--- src/rtl/jpeg_rle_encoder.sv ---
// JPEG zero-run-length / size-category encoder.
// Takes one 8x8 block of quantized coefficients in zigzag order and emits
// (run, size, amplitude) symbols: DPCM DC, AC, ZRL (15,0) and EOB (0,0).
// The output is a single registered valid/ready slot.
module jpeg_rle_encoder #(
  parameter int COEF_W = 11,
  parameter int DIFF_W = COEF_W + 1
) (
  input  logic              clk,
  input  logic              rst_n,
  input  logic              in_valid,
  output logic              in_ready,
  input  logic [COEF_W-1:0] in_coef,
  output logic              out_valid,
  input  logic              out_ready,
  output logic [3:0]        out_run,
  output logic [3:0]        out_size,
  output logic [DIFF_W-1:0] out_amp,
  output logic              out_is_dc,
  output logic              out_eob
);

  typedef enum logic [1:0] {S_RUN, S_ZRL, S_EOB} state_t;

  state_t            state;
  logic [5:0]        idx;
  logic [5:0]        zrun;
  logic [COEF_W-1:0] dc_pred;
  logic [COEF_W-1:0] held;
  logic              rdy_en;
  logic              slot_free;
  logic              accept;
  logic              zrl_due;

  logic [DIFF_W-1:0] coef_x, pred_x, held_x, diff, sym_v, sym_amp;
  logic [3:0]        sym_size;

  logic              ld, ld_dc, ld_eob;
  logic [3:0]        ld_run, ld_size;
  logic [DIFF_W-1:0] ld_amp;

  // Bit length of |v|; v is two's complement.
  function automatic logic [3:0] size_of(input logic [DIFF_W-1:0] v);
    logic [DIFF_W-1:0] mag;
    logic [3:0]        s;
    mag = v[DIFF_W-1] ? DIFF_W'(-v) : v;
    s   = 4'd0;
    for (int i = 0; i < DIFF_W; i++)
      if (mag[i]) s = 4'(i + 1);
    return s;
  endfunction

  // Positive values pass through; negatives become (v-1) kept to sz bits.
  function automatic logic [DIFF_W-1:0] amp_of(input logic [DIFF_W-1:0] v,
                                               input logic [3:0]        sz);
    logic [DIFF_W:0] mask;
    mask = ((DIFF_W+1)'(1) << sz) - (DIFF_W+1)'(1);
    return v[DIFF_W-1] ? ((v - DIFF_W'(1)) & mask[DIFF_W-1:0]) : v;
  endfunction

  assign coef_x    = {{(DIFF_W-COEF_W){in_coef[COEF_W-1]}}, in_coef};
  assign pred_x    = {{(DIFF_W-COEF_W){dc_pred[COEF_W-1]}}, dc_pred};
  assign held_x    = {{(DIFF_W-COEF_W){held[COEF_W-1]}}, held};
  assign diff      = coef_x - pred_x;

  // rdy_en keeps in_ready low while reset is asserted.
  assign slot_free = !out_valid || out_ready;
  assign in_ready  = rdy_en && (state == S_RUN) && slot_free;
  assign accept    = in_valid && in_ready;
  assign zrl_due   = (zrun >= 6'd16);

  // Value whose size/amplitude is encoded this cycle: latched AC in ZRL,
  // DC difference at index 0, otherwise the incoming AC.
  always_comb begin
    sym_v    = (state == S_ZRL) ? held_x : ((idx == 6'd0) ? diff : coef_x);
    sym_size = size_of(sym_v);
    sym_amp  = amp_of(sym_v, sym_size);
  end

  // Decide whether the output slot is loaded this cycle and with what.
  always_comb begin
    ld      = 1'b0;
    ld_run  = 4'd0;
    ld_size = 4'd0;
    ld_amp  = '0;
    ld_dc   = 1'b0;
    ld_eob  = 1'b0;
    case (state)
      S_RUN: begin
        if (accept) begin
          if (idx == 6'd0) begin
            ld      = 1'b1;
            ld_size = sym_size;
            ld_amp  = sym_amp;
            ld_dc   = 1'b1;
          end else if (in_coef != '0) begin
            ld = 1'b1;
            if (zrl_due) begin
              ld_run = 4'd15;
            end else begin
              ld_run  = zrun[3:0];
              ld_size = sym_size;
              ld_amp  = sym_amp;
            end
          end
        end
      end
      S_ZRL: begin
        if (slot_free) begin
          ld = 1'b1;
          if (zrl_due) begin
            ld_run = 4'd15;
          end else begin
            ld_run  = zrun[3:0];
            ld_size = sym_size;
            ld_amp  = sym_amp;
          end
        end
      end
      S_EOB: begin
        if (slot_free) begin
          ld     = 1'b1;
          ld_eob = 1'b1;
        end
      end
      default: ;
    endcase
  end

  // Block-position FSM plus the registered output slot.
  always_ff @(posedge clk or negedge rst_n) begin
    if (!rst_n) begin
      state     <= S_RUN;
      idx       <= 6'd0;
      zrun      <= 6'd0;
      dc_pred   <= '0;
      held      <= '0;
      rdy_en    <= 1'b0;
      out_valid <= 1'b0;
      out_run   <= 4'd0;
      out_size  <= 4'd0;
      out_amp   <= '0;
      out_is_dc <= 1'b0;
      out_eob   <= 1'b0;
    end else begin
      rdy_en <= 1'b1;

      if (ld) begin
        out_valid <= 1'b1;
        out_run   <= ld_run;
        out_size  <= ld_size;
        out_amp   <= ld_amp;
        out_is_dc <= ld_dc;
        out_eob   <= ld_eob;
      end else if (out_ready) begin
        out_valid <= 1'b0;
      end

      case (state)
        S_RUN: begin
          if (accept) begin
            idx <= idx + 6'd1;
            if (idx == 6'd0) begin
              dc_pred <= in_coef;
            end else if (in_coef == '0) begin
              // A block ending in zeros drops any pending ZRLs for one EOB.
              if (idx == 6'd63) begin
                zrun  <= 6'd0;
                state <= S_EOB;
              end else begin
                zrun <= zrun + 6'd1;
              end
            end else if (zrl_due) begin
              // First ZRL goes out now; the rest drain from S_ZRL.
              held  <= in_coef;
              zrun  <= zrun - 6'd16;
              state <= S_ZRL;
            end else begin
              zrun <= 6'd0;
            end
          end
        end
        S_ZRL: begin
          if (slot_free) begin
            if (zrl_due) begin
              zrun <= zrun - 6'd16;
            end else begin
              zrun  <= 6'd0;
              state <= S_RUN;
            end
          end
        end
        S_EOB: begin
          if (slot_free) state <= S_RUN;
        end
        default: state <= S_RUN;
      endcase
    end
  end

endmodule

--- config.mk ---
export PLATFORM = sky130hd
export DESIGN_NAME = jpeg_rle_encoder
export DESIGN_NICKNAME = d
export VERILOG_FILES = /design/src/rtl/jpeg_rle_encoder.sv
export SDC_FILE = /design/constraint.sdc
export NUM_CORES = 1
export LEC_CHECK = 0
export CAP_MARGIN = 0
export CORE_MARGIN = 1
export CORE_UTILIZATION = 53
export DETAILED_ROUTE_END_ITERATION = 8
export PLACE_DENSITY = 0.73
export SLEW_MARGIN = 20
export SYNTH_ARGS = -nofsm -noshare
export SYNTH_HDL_FRONTEND = slang
export SYNTH_SLANG_ARGS = --single-unit
--- constraint.sdc ---
create_clock -name clk -period 4.7 [get_ports clk]
set_input_delay 1.41 -clock clk [delete_from_list [all_inputs] [get_ports clk]]
set_output_delay 1.41 -clock clk [all_outputs]
set_load 0.05 [all_outputs]
==> results of run 1 <==
[kinds of logic (layout without fill, tap and decap cells)]
kind of cell / after synthesis / after routing / share of synthesized area, %
flops: 60 / 60 / 33.2
xor+xnor: 16 / 16 / 3.10
compound gates: 179 / 179 / 26.9
mux: 16 / 16 / 3.84
other cells: 1 / 1 / 0.0828
fa+ha+maj: 21 / 21 / 5.97
simple gates: 204 / 204 / 22.7
buf+inv: 49 / 233 / 4.28
[what timing repair did]
| item | in CTS | in global routing |
|---|---|---|
| setup buffers | 27 | 4 |
| gates cloned | 0 | 0 |
| endpoints found under the setup margin | 12 | 8 |
| pin swaps | 49 | 35 |
| resized for setup | 60 | 48 |
[layout make-up]
| class | count | area [um2] | area share (%) |
|---|---|---|---|
| repair buffers | 188 | 1550 | 22.7 |
| inverters | 29 | 121 | 1.77 |
| clock buffers | 11 | 151 | 2.21 |
| clock inverters | 5 | 58.8 | 0.858 |
| well taps | 105 | 131 | 1.92 |
| flip-flops and latches | 60 | 1500 | 21.9 |
| multi-input cells | 437 | 3340 | 48.7 |
[metrics by stage]
step	hold slack (ns)	instance area (um2)	utilization, %
final	0.481	6860	83.0
after global routing	0.504	6860	83.0
after CTS	0.487	6600	79.9
after detailed placement	0.469	6020	72.9
after global placement	0.454	6020	72.9
after floorplan	0.450	4680	-
[per-layer routing]
metal	share of wire, %	routed length (um)	track usage [%]
met1	40	6240	38.8
met3	6.5	1010	7.33
met4	4.2	652	20.5
met5	0	0	0
met2	49	7710	57.7
[power groups by stage]
stage | Combinational (mW) | Sequential (mW) | Clock (mW)
floorplan | 1.24 | 0.886 | 0
global placement | 2.29 | 0.714 | 0
detailed placement | 2.34 | 0.724 | 0
CTS | 2.59 | 0.714 | 0.518
global route | 3.07 | 0.727 | 0.543
finish | 2.91 | 0.715 | 0.516
[sequential cells by signal (all words and copies together) (netlist names)]
register / count
out_run: 4
out_eob: 1
idx: 6
out_size: 4
out_is_dc: 1
out_valid: 1
zrun: 6
state: 2
held: 11
dc_pred: 11
out_amp: 12
rdy_en: 1
[critical path, cell delays in order]
cell and delay [ns]:
dlygate4sd2_1 0.27, ha_4 0.24, nor2_4 0.14, buf_4 0.13, a21oi_2 0.03, xor2_1 0.16, a21oi_2 0.21, o22ai_1 0.15
buf_4 0.21, or4_1 0.57, buf_4 0.17, a21oi_2 0.18, o22ai_2 0.14, nor2_4 0.16, nand3_2 0.16, ha_4 0.23
inv_2 0.07, a21oi_1 0.05, o31ai_1 0.11, o311ai_2 0.16, nand2b_1 0.18, a32o_1 0.26
[placed cells by master, fill, tap and decap left out, types with 8 or more instances in the layout]
cell type and count:
mux2_2 11, nand3_1 8, nor2_1 31, clkdlybuf4s50_1 28, buf_4 138, nor3_1 8, o31ai_1 11, dfrtp_1 60
ha_1 9, ha_4 10, inv_1 25, nand2_1 77, a21oi_1 22, o21ai_0 43, a21oi_2 13, buf_6 12
clkbuf_8 11
[worst min path at each step]
stage | start | cells past startpoint | endpoint
2_1_floorplan | held[0] | 2 | held[0]
3_3_place_gp | out_size[2] | 2 | out_size[2]
3_5_place_dp | out_run[3] | 2 | out_run[3]
4_1_cts | out_run[3] | 2 | out_run[3]
5_1_grt | out_size[2] | 2 | out_size[2]
6_report | out_run[3] | 2 | out_run[3]
==> flow_summary.toml, run 1 <==
[placed_design]
preCtsSetupSlack_ns = -1.22
dp.cells = 792
placement.io_buffers = 38
dp_hpwl_um = 10200
globalplace.congestion = 0.954

[grt]
grt_start_max_net_pins = 35
antenna_found_initial = 0
grt_pass1_vias = 5026
grt_pass1_wl_um = 23300
grt_overflow = 0
grt_usage_pct = 33.9

[route]
viasPerCell = 6.19
drt_first_pass_iters = 5
route.antenna.remaining_nets = 0
vias = 5172
wl_per_cell_um = 18.7
finalWirelength_um = 15600
remaining_drc_errors = 0
drt_iter0_markers = 280

[timing]
worst_slack_ns = -0.461
worstMarginPinSlew_ns = 0.712
setup_tns_ns = -1.54
max_slew_margin_pct = 52.4
period_share_pct = 110
drv_slew = 0
report.final.hold_viol_count = 0
finalCriticalPeriod_ns = 5.16
fmax_ghz = 0.194
setup_violations = 7
skew_ns = 0.00815
rsz0062_at_grt = "true"

[power]
power.share.clock_pct = 12.5
power.density_nw_per_um2 = 603
p_seq_share_pct = 17.3
ir_drop_mv = 0.333
p_comb_share_pct = 70.3
switching_share_pct = 47.0
switching_power_mw = 1.94
total_power_mw = 4.14
p_int_mw = 2.19
power_leakage_nw = 3.03

[synth]
synthTopCellsByArea = "dfrtp_1 33%, nand2_1 6.6%, o21ai_0 5.6%, ha_1 5.5%, a21oi_1 3.8%"
ys_types = 78
synthTopCellsByCount = "80 x nand2_1, 60 x dfrtp_1, 51 x o21ai_0"
synth-seq-cells = 60
synth.most_common_cell = "nand2_1"
syn-num-nets = 582
synthArstFlopShare_pct = 100
yosys.area.top_type = "dfrtp_1"
synth-edff-count = 0
yosysSeqAreaShare_pct = 33.2
yosys.area.top_type_share_pct = 33.2
ys.flop_type = "dfrtp_1"
avgSynthCellArea_um2 = 8.29
syn_inst = 546
synth_area_um2 = 4530
synth_warnings = 0

[cts]
cts_buffers = 9
clk_pin_slew_ns = 0.08
cts_buffer_depth = 2
cts_tree = "yes"
clk_latency_ns = 0.36
cts.sinks = 60
postCtsHoldBufs = 0
cts_root_buf = "clkbuf_8"
ctsHtreeMaxLevel = 3

[setup_path]
endpoint = "out_amp[4]"
worstPathArrival_ns = 5.40
timing.rr.end = "out_amp[4]"
cp_max_fo = 8
crit_start = "in_coef[2]"
cp.required_ns = 4.94
worst-r2r-cell-count = 21
worst_setup_path_start_kind = "primary input"
r2r_start = "idx[0]"
r2r_slack_ns = 0.04
endpoint_kind = "register"
critPathKind = "primary input to register"

[die]
die_area_um2 = 8920
die_w_um = 94.4
core_um2 = 8260
die_y_um = 94.4
rows = 33
io_pins = 39
start_util_pct = 54.8

[run_status]
violations = "setup timing"
status = "complete, but fails checks"

[cells_and_area]
finalNonFillerCells = 835
diodes = 0
area_delta_synth_final_pct = 51.5
fill_cells = 508
nets = 761
drive_gt1_share_pct = 38.8

[hold_path]
holdCritPathClass = "register to register"

[job]
drv_cap = 0
Power figures use the tool's default switching activity.
==> inputs of run 2 (changes only) <==
--- a/config.mk
+++ b/config.mk
@@ -6,6 +6,7 @@
 export NUM_CORES = 1
 export LEC_CHECK = 0
 export CAP_MARGIN = 0
+export CORE_ASPECT_RATIO = 1.2
 export CORE_MARGIN = 1
 export CORE_UTILIZATION = 53
 export DETAILED_ROUTE_END_ITERATION = 8
==> run 2 against run 1 <==
  * Global-route usage is 0.86 points higher
  * Hold slack got worse by 0.016 ns
  * Largest power group unchanged
  * Critical endpoint unchanged
  * Critical path type unchanged
  * Sequential share of layout area hardly changed
  * Combinational power grew 2%
  * The run still ends with setup timing left
==> flow_summary.toml, run 2 (synthesis gave the netlist of run 1 again) <==
[run_status]
status = "complete, but fails checks"
violations = "setup timing"

[cts]
ctsHtreeMaxLevel = 3
cts_root_buf = "clkbuf_8"
clk_pin_slew_ns = 0.07
cts_buffer_depth = 2
cts_tree = "yes"
cts_buffers = 9
cts.sinks = 60
clk_latency_ns = 0.36
postCtsHoldBufs = 0

[cells_and_area]
top_regs = "out_amp: 12 flops, dc_pred: 11 flops, held: 11 flops"
final_util_pct = 83.5
final_common_cell = "buf_4"
area_delta_synth_final_pct = 51.3
largest-register = "out_amp"
nets = 749
drive_gt1_share_pct = 38.4
diodes = 0
largest_reg_flops = 12
final_cell_mix = "132 x buf_4, 75 x nand2_1, 60 x dfrtp_1"
fill_cells = 485

[grt]
grt_overflow = 0
busiest_layer = "met2"
grt_pass1_vias = 5004
grt_usage_pct = 34.8
use_met1_pct = 39.7
grt_start_max_net_pins = 40
met2_usage_pct = 61.8
use_met3_pct = 6.27
grt_pass1_wl_um = 24000
antenna_found_initial = 0

[route]
viasPerCell = 6.09
route.antenna.remaining_nets = 0
vias = 5059
remaining_drc_errors = 0
drt_first_pass_iters = 7
wl_per_cell_um = 18.3
finalWirelength_um = 15200
drt_iter0_markers = 297

[setup_path]
critPathKind = "primary input to register"
endpoint_kind = "register"
worstPathArrival_ns = 5.34
r2r_slack_ns = 0.22
crit_start = "in_coef[0]"
r2r_start = "idx[0]"
cp.required_ns = 5.00
timing.rr.end = "out_amp[4]"
worst_setup_path_start_kind = "primary input"
worst-r2r-cell-count = 21
cp_max_fo = 6

[timing]
period_share_pct = 107
setup_violations = 6
worst_slack_ns = -0.341
fmax_ghz = 0.198
rsz0062_at_grt = "true"
worstMarginPinSlew_ns = 0.896
skew_ns = 0.00652
max_slew_margin_pct = 40.3
finalCriticalPeriod_ns = 5.04
report.final.hold_viol_count = 0
setup_tns_ns = -1.17
drv_slew = 0

[power]
total_power_mw = 4.15
p_int_mw = 2.18
p_seq_share_pct = 17.2
p_comb_share_pct = 71.9
switching_power_mw = 1.97
switching_share_pct = 47.4
power_leakage_nw = 3.00
power.density_nw_per_um2 = 606
power.share.clock_pct = 11.0
ir_drop_mv = 0.363

[die]
die_y_um = 103
core_um2 = 8200
start_util_pct = 55.2
io_pins = 39
rows = 36
die_area_um2 = 8920
die_w_um = 86.4

[placed_design]
dp_hpwl_um = 10200
globalplace.congestion = 0.920
placement.io_buffers = 38
preCtsSetupSlack_ns = -1.22

[hold_path]
hold_end = "out_size[2]"
whs_path_depth = 2
hp-start = "out_size[2]"
holdCritPathClass = "register to register"

[job]
drv_cap = 0
## run 2: cell types whose count changed in the layout (fill, tap and decap cells not counted), moves of 3 or more
cell     change
buf_4        -6
buf_6        -6
a21oi_4      +4
a21oi_2      -3
## run 2: power groups by stage
stage,clock network (mW),registers [mW],logic (mW)
finish,0.455,0.713,2.98
global route,0.479,0.725,3.16
CTS,0.461,0.710,2.66
detailed placement,0,0.720,2.34
global placement,0,0.713,2.28
floorplan,0,0.886,1.24
## run 2: worst max path at each step
stage	to	cells after the start	slack (ns)
finish	out_amp[4]	23	-0.34
global placement	out_amp[4]	20	-1.06
detailed placement	out_amp[4]	22	-1.22
CTS	out_amp[4]	20	-0.22
global route	out_amp[4]	21	-0.50
floorplan	out_amp[4]	20	-0.49
## run 2: final cells by class
cell class	count	area, um2	area share (%)
Multi-Input combinational cell	437	3460	50.5
Tap cell	114	143	2.08
Inverter	29	124	1.81
Clock inverter	5	53.8	0.786
Sequential cell	60	1500	21.9
Timing Repair Buffer	176	1440	21.1
Clock buffer	10	128	1.86
## run 2: through the flow
stage          hold slack (ns)  cell area, um2  cells
2_1_floorplan            0.450            4680    546
3_3_place_gp             0.453            5980    794
3_5_place_dp             0.455            5980    794
4_1_cts                  0.471            6610    826
5_1_grt                  0.498            6850    831
6_report                 0.466            6850    831
## run 2: metal layers
layer / routed length [um] / vias up
li1: - / 2333
met1: 6040 / 2433
met2: 7780 / 234
met3: 779 / 59
met4: 624 / 0
met5: 0 / -
## run 2: what timing repair did
item	4_1_cts	5_1_grt
endpoints found under the setup margin	12	7
resized for setup	84	39
pin swaps	51	36
buffers inserted	17	5
hold endpoints to repair	0	0
## run 2: worst max-delay path, stage by stage
cell,delay (ns)
buf_12,0.09
inv_12,0.03
ha_4,0.15
fa_2,0.40
nand2b_4,0.18
a21oi_4,0.16
nor2_2,0.05
o31a_1,0.26
buf_4,0.15
o22a_4,0.25
a21o_1,0.20
a311oi_2,0.31
o22ai_2,0.15
a21oi_4,0.17
o21ai_2,0.08
buf_4,0.17
nand3_4,0.09
ha_4,0.18
nand3_2,0.06
or4_4,0.42
o311ai_2,0.09
nand2b_1,0.14
a32o_1,0.15
==> inputs of run 3 (changes only) <==
--- a/config.mk
+++ b/config.mk
@@ -8,9 +8,9 @@
 export CAP_MARGIN = 0
 export CORE_ASPECT_RATIO = 1.2
 export CORE_MARGIN = 1
-export CORE_UTILIZATION = 53
+export CORE_UTILIZATION = 25
 export DETAILED_ROUTE_END_ITERATION = 8
-export PLACE_DENSITY = 0.73
+export PLACE_DENSITY = 0.38
 export SLEW_MARGIN = 20
 export SYNTH_ARGS = -nofsm -noshare
 export SYNTH_HDL_FRONTEND = slang
==> run 3 against run 2 <==
  * The flow finishes with violations (DRC, setup timing)
  * Final cell count is 13% higher
  * Largest cell class unchanged
  * Critical endpoint unchanged
  * Highest routed layer unchanged
  * Global-route usage down 18 points
  * Critical path type unchanged
  * Design area grew 2.9%
  * Total power is 3.1% higher
  * Die area is 110% higher
  * Maximum frequency up 2.9%
  * Register-to-register slack improved by 0.09 ns
  * Via count decreased by 8.5%
  * Combinational power shrank 5%
==> flow_summary.toml, run 3 (synthesis gave the netlist of run 1 again) <==
[cells_and_area]
final_area_um2 = 7050
drive_gt1_share_pct = 38.0
largest-register = "out_amp"
top_regs = "out_amp: 12 flops, dc_pred: 11 flops, held: 11 flops"
diodes = 0
final_cell_mix = "133 x buf_4, 75 x nand2_1, 60 x dfrtp_1"
final_common_cell = "buf_4"
nets = 750
area_delta_synth_final_pct = 55.7
multiInputGateArea_um2 = 3380
largest_reg_flops = 12
ff_latch_area_um2 = 1500
fill_cells = 1808

[timing]
fin_hold_ws_ns = 0.471
worst_slack_ns = -0.199
report.final.hold_viol_count = 0
rsz0062_at_grt = "true"
worstMarginPinSlew_ns = 0.742
skew_ns = 0.00528
period_share_pct = 104
finalCriticalPeriod_ns = 4.90
drv_slew = 0
max_slew_margin_pct = 50.5
setup_violations = 5
fmax_ghz = 0.204

[cts]
clk_latency_ns = 0.34
cts_buffer_depth = 2
cts_root_buf = "clkbuf_16"
postCtsHoldBufs = 0
cts_buffers = 9
cts.sinks = 60
ctsHtreeMaxLevel = 3
clk_pin_slew_ns = 0.06
cts_tree = "yes"

[die]
io_pins = 39
die_area_um2 = 18700
die_w_um = 125
die_y_um = 149
rows = 53
start_util_pct = 25.7
core_um2 = 17600

[placed_design]
dp_hpwl_um = 11500
placed_area_um2 = 6170
globalplace.congestion = 0.792
placement.io_buffers = 38
preCtsSetupSlack_ns = -1.24

[route]
vias = 4629
wl_per_cell_um = 16.0
drt_first_pass_iters = 6
remaining_drc_errors = 13
finalWirelength_um = 15000
drt_iter0_markers = 237
viasPerCell = 4.93
route.antenna.remaining_nets = 0

[power]
ir_drop_mv = 0.230
power_leakage_nw = 3.03
total_power_mw = 4.28
power.density_nw_per_um2 = 607

[setup_path]
critPathKind = "primary input to register"
worst_setup_path_start_kind = "primary input"
worstPathArrival_ns = 5.13
cp.required_ns = 4.93
cp_max_fo = 7
worst-r2r-cell-count = 17
endpoint_kind = "register"

[grt]
grt_start_max_net_pins = 35
grt_pass1_vias = 4713
antenna_found_initial = 0
grt_pass1_wl_um = 24500
grt_usage_pct = 16.7
grt_overflow = 0

[run_status]
status = "complete, but fails checks"
violations = "DRC, setup timing"

[hold_path]
whs_path_depth = 2
holdCritPathClass = "register to register"

[job]
drv_cap = 0
## run 3: cell count changes in the layout (fill, tap and decap cells not counted), sizes merged
cell / before / now
clkdlybuf4s15: 0 / 1
clkdlybuf4s50: 27 / 28
dlygate4sd2: 6 / 4
bufinv: 1 / 2
clkinv: 4 / 1
clkbuf: 10 / 12
buf: 142 / 143
clkinvlp: 0 / 1
## run 3: critical path: stages
cell and delay [ns]:
clkdlybuf4s50_1 0.54, ha_4 0.23, or3_1 0.42, a31oi_4 0.27
nand2_4 0.13, or4_4 0.50, buf_4 0.16, a21oi_4 0.13
o22ai_2 0.10, nor2_2 0.16, nand3b_1 0.15, ha_4 0.21
buf_4 0.15, a221oi_2 0.25, nand2b_1 0.08, a32o_1 0.22
## run 3: layout make-up
| cell class | instances | share of cell area (%) |
|---|---|---|
| inverters | 29 | 1.72 |
| flip-flops and latches | 60 | 21.3 |
| clock buffers | 12 | 3.50 |
| well taps | 220 | 3.90 |
| multi-input cells | 437 | 48.0 |
| clock inverters | 4 | 1.03 |
| repair buffers | 177 | 20.6 |
## run 3: path summary, 6_finish.rpt
check	from	endpoint	slack [ns]
worst max register to register	state[1]	out_amp[4]	0.31
min in group asynchronous	rst_n	dc_pred[9]	1.10
worst max-delay path	in_coef[5]	out_amp[4]	-0.20
worst min register to register	out_size[2]	out_size[2]	0.47
max in group asynchronous	rst_n	zrun[2]	2.66
worst min-delay path	out_size[2]	out_size[2]	0.47
## run 3: metrics by stage
| step | setup TNS [ns] | std cells | util, % |
|---|---|---|---|
| after detailed placement | -11.12 | 908 | 35.0 |
| after CTS | -0.571 | 936 | 38.8 |
| after floorplan | -1.00 | 546 | - |
| final | -0.648 | 939 | 40.0 |
| after global placement | -10.22 | 908 | 35.0 |
| after global routing | -1.52 | 939 | 40.0 |
## run 3: repair_timing
action,CTS,global route
setup buffers,12,4
resized for setup,68,40
pin swaps,30,31
endpoints found under the setup margin,12,7
## run 3: power by group
group	leakage, nW	internal [mW]	switching (mW)	total, mW
sequential	0.787	0.637	0.0731	0.710
combinational	2.09	1.29	1.55	2.84
clock	0.153	0.478	0.250	0.728
total	3.03	2.40	1.88	4.28
## run 3: routing by layer
metal	wire length (um)	vias to the layer above	GRT usage, %
met5	0	-	0
met4	232	0	5.49
met3	357	16	2.91
met2	7480	61	30.1
met1	6940	2220	20.2
li1	-	2332	-
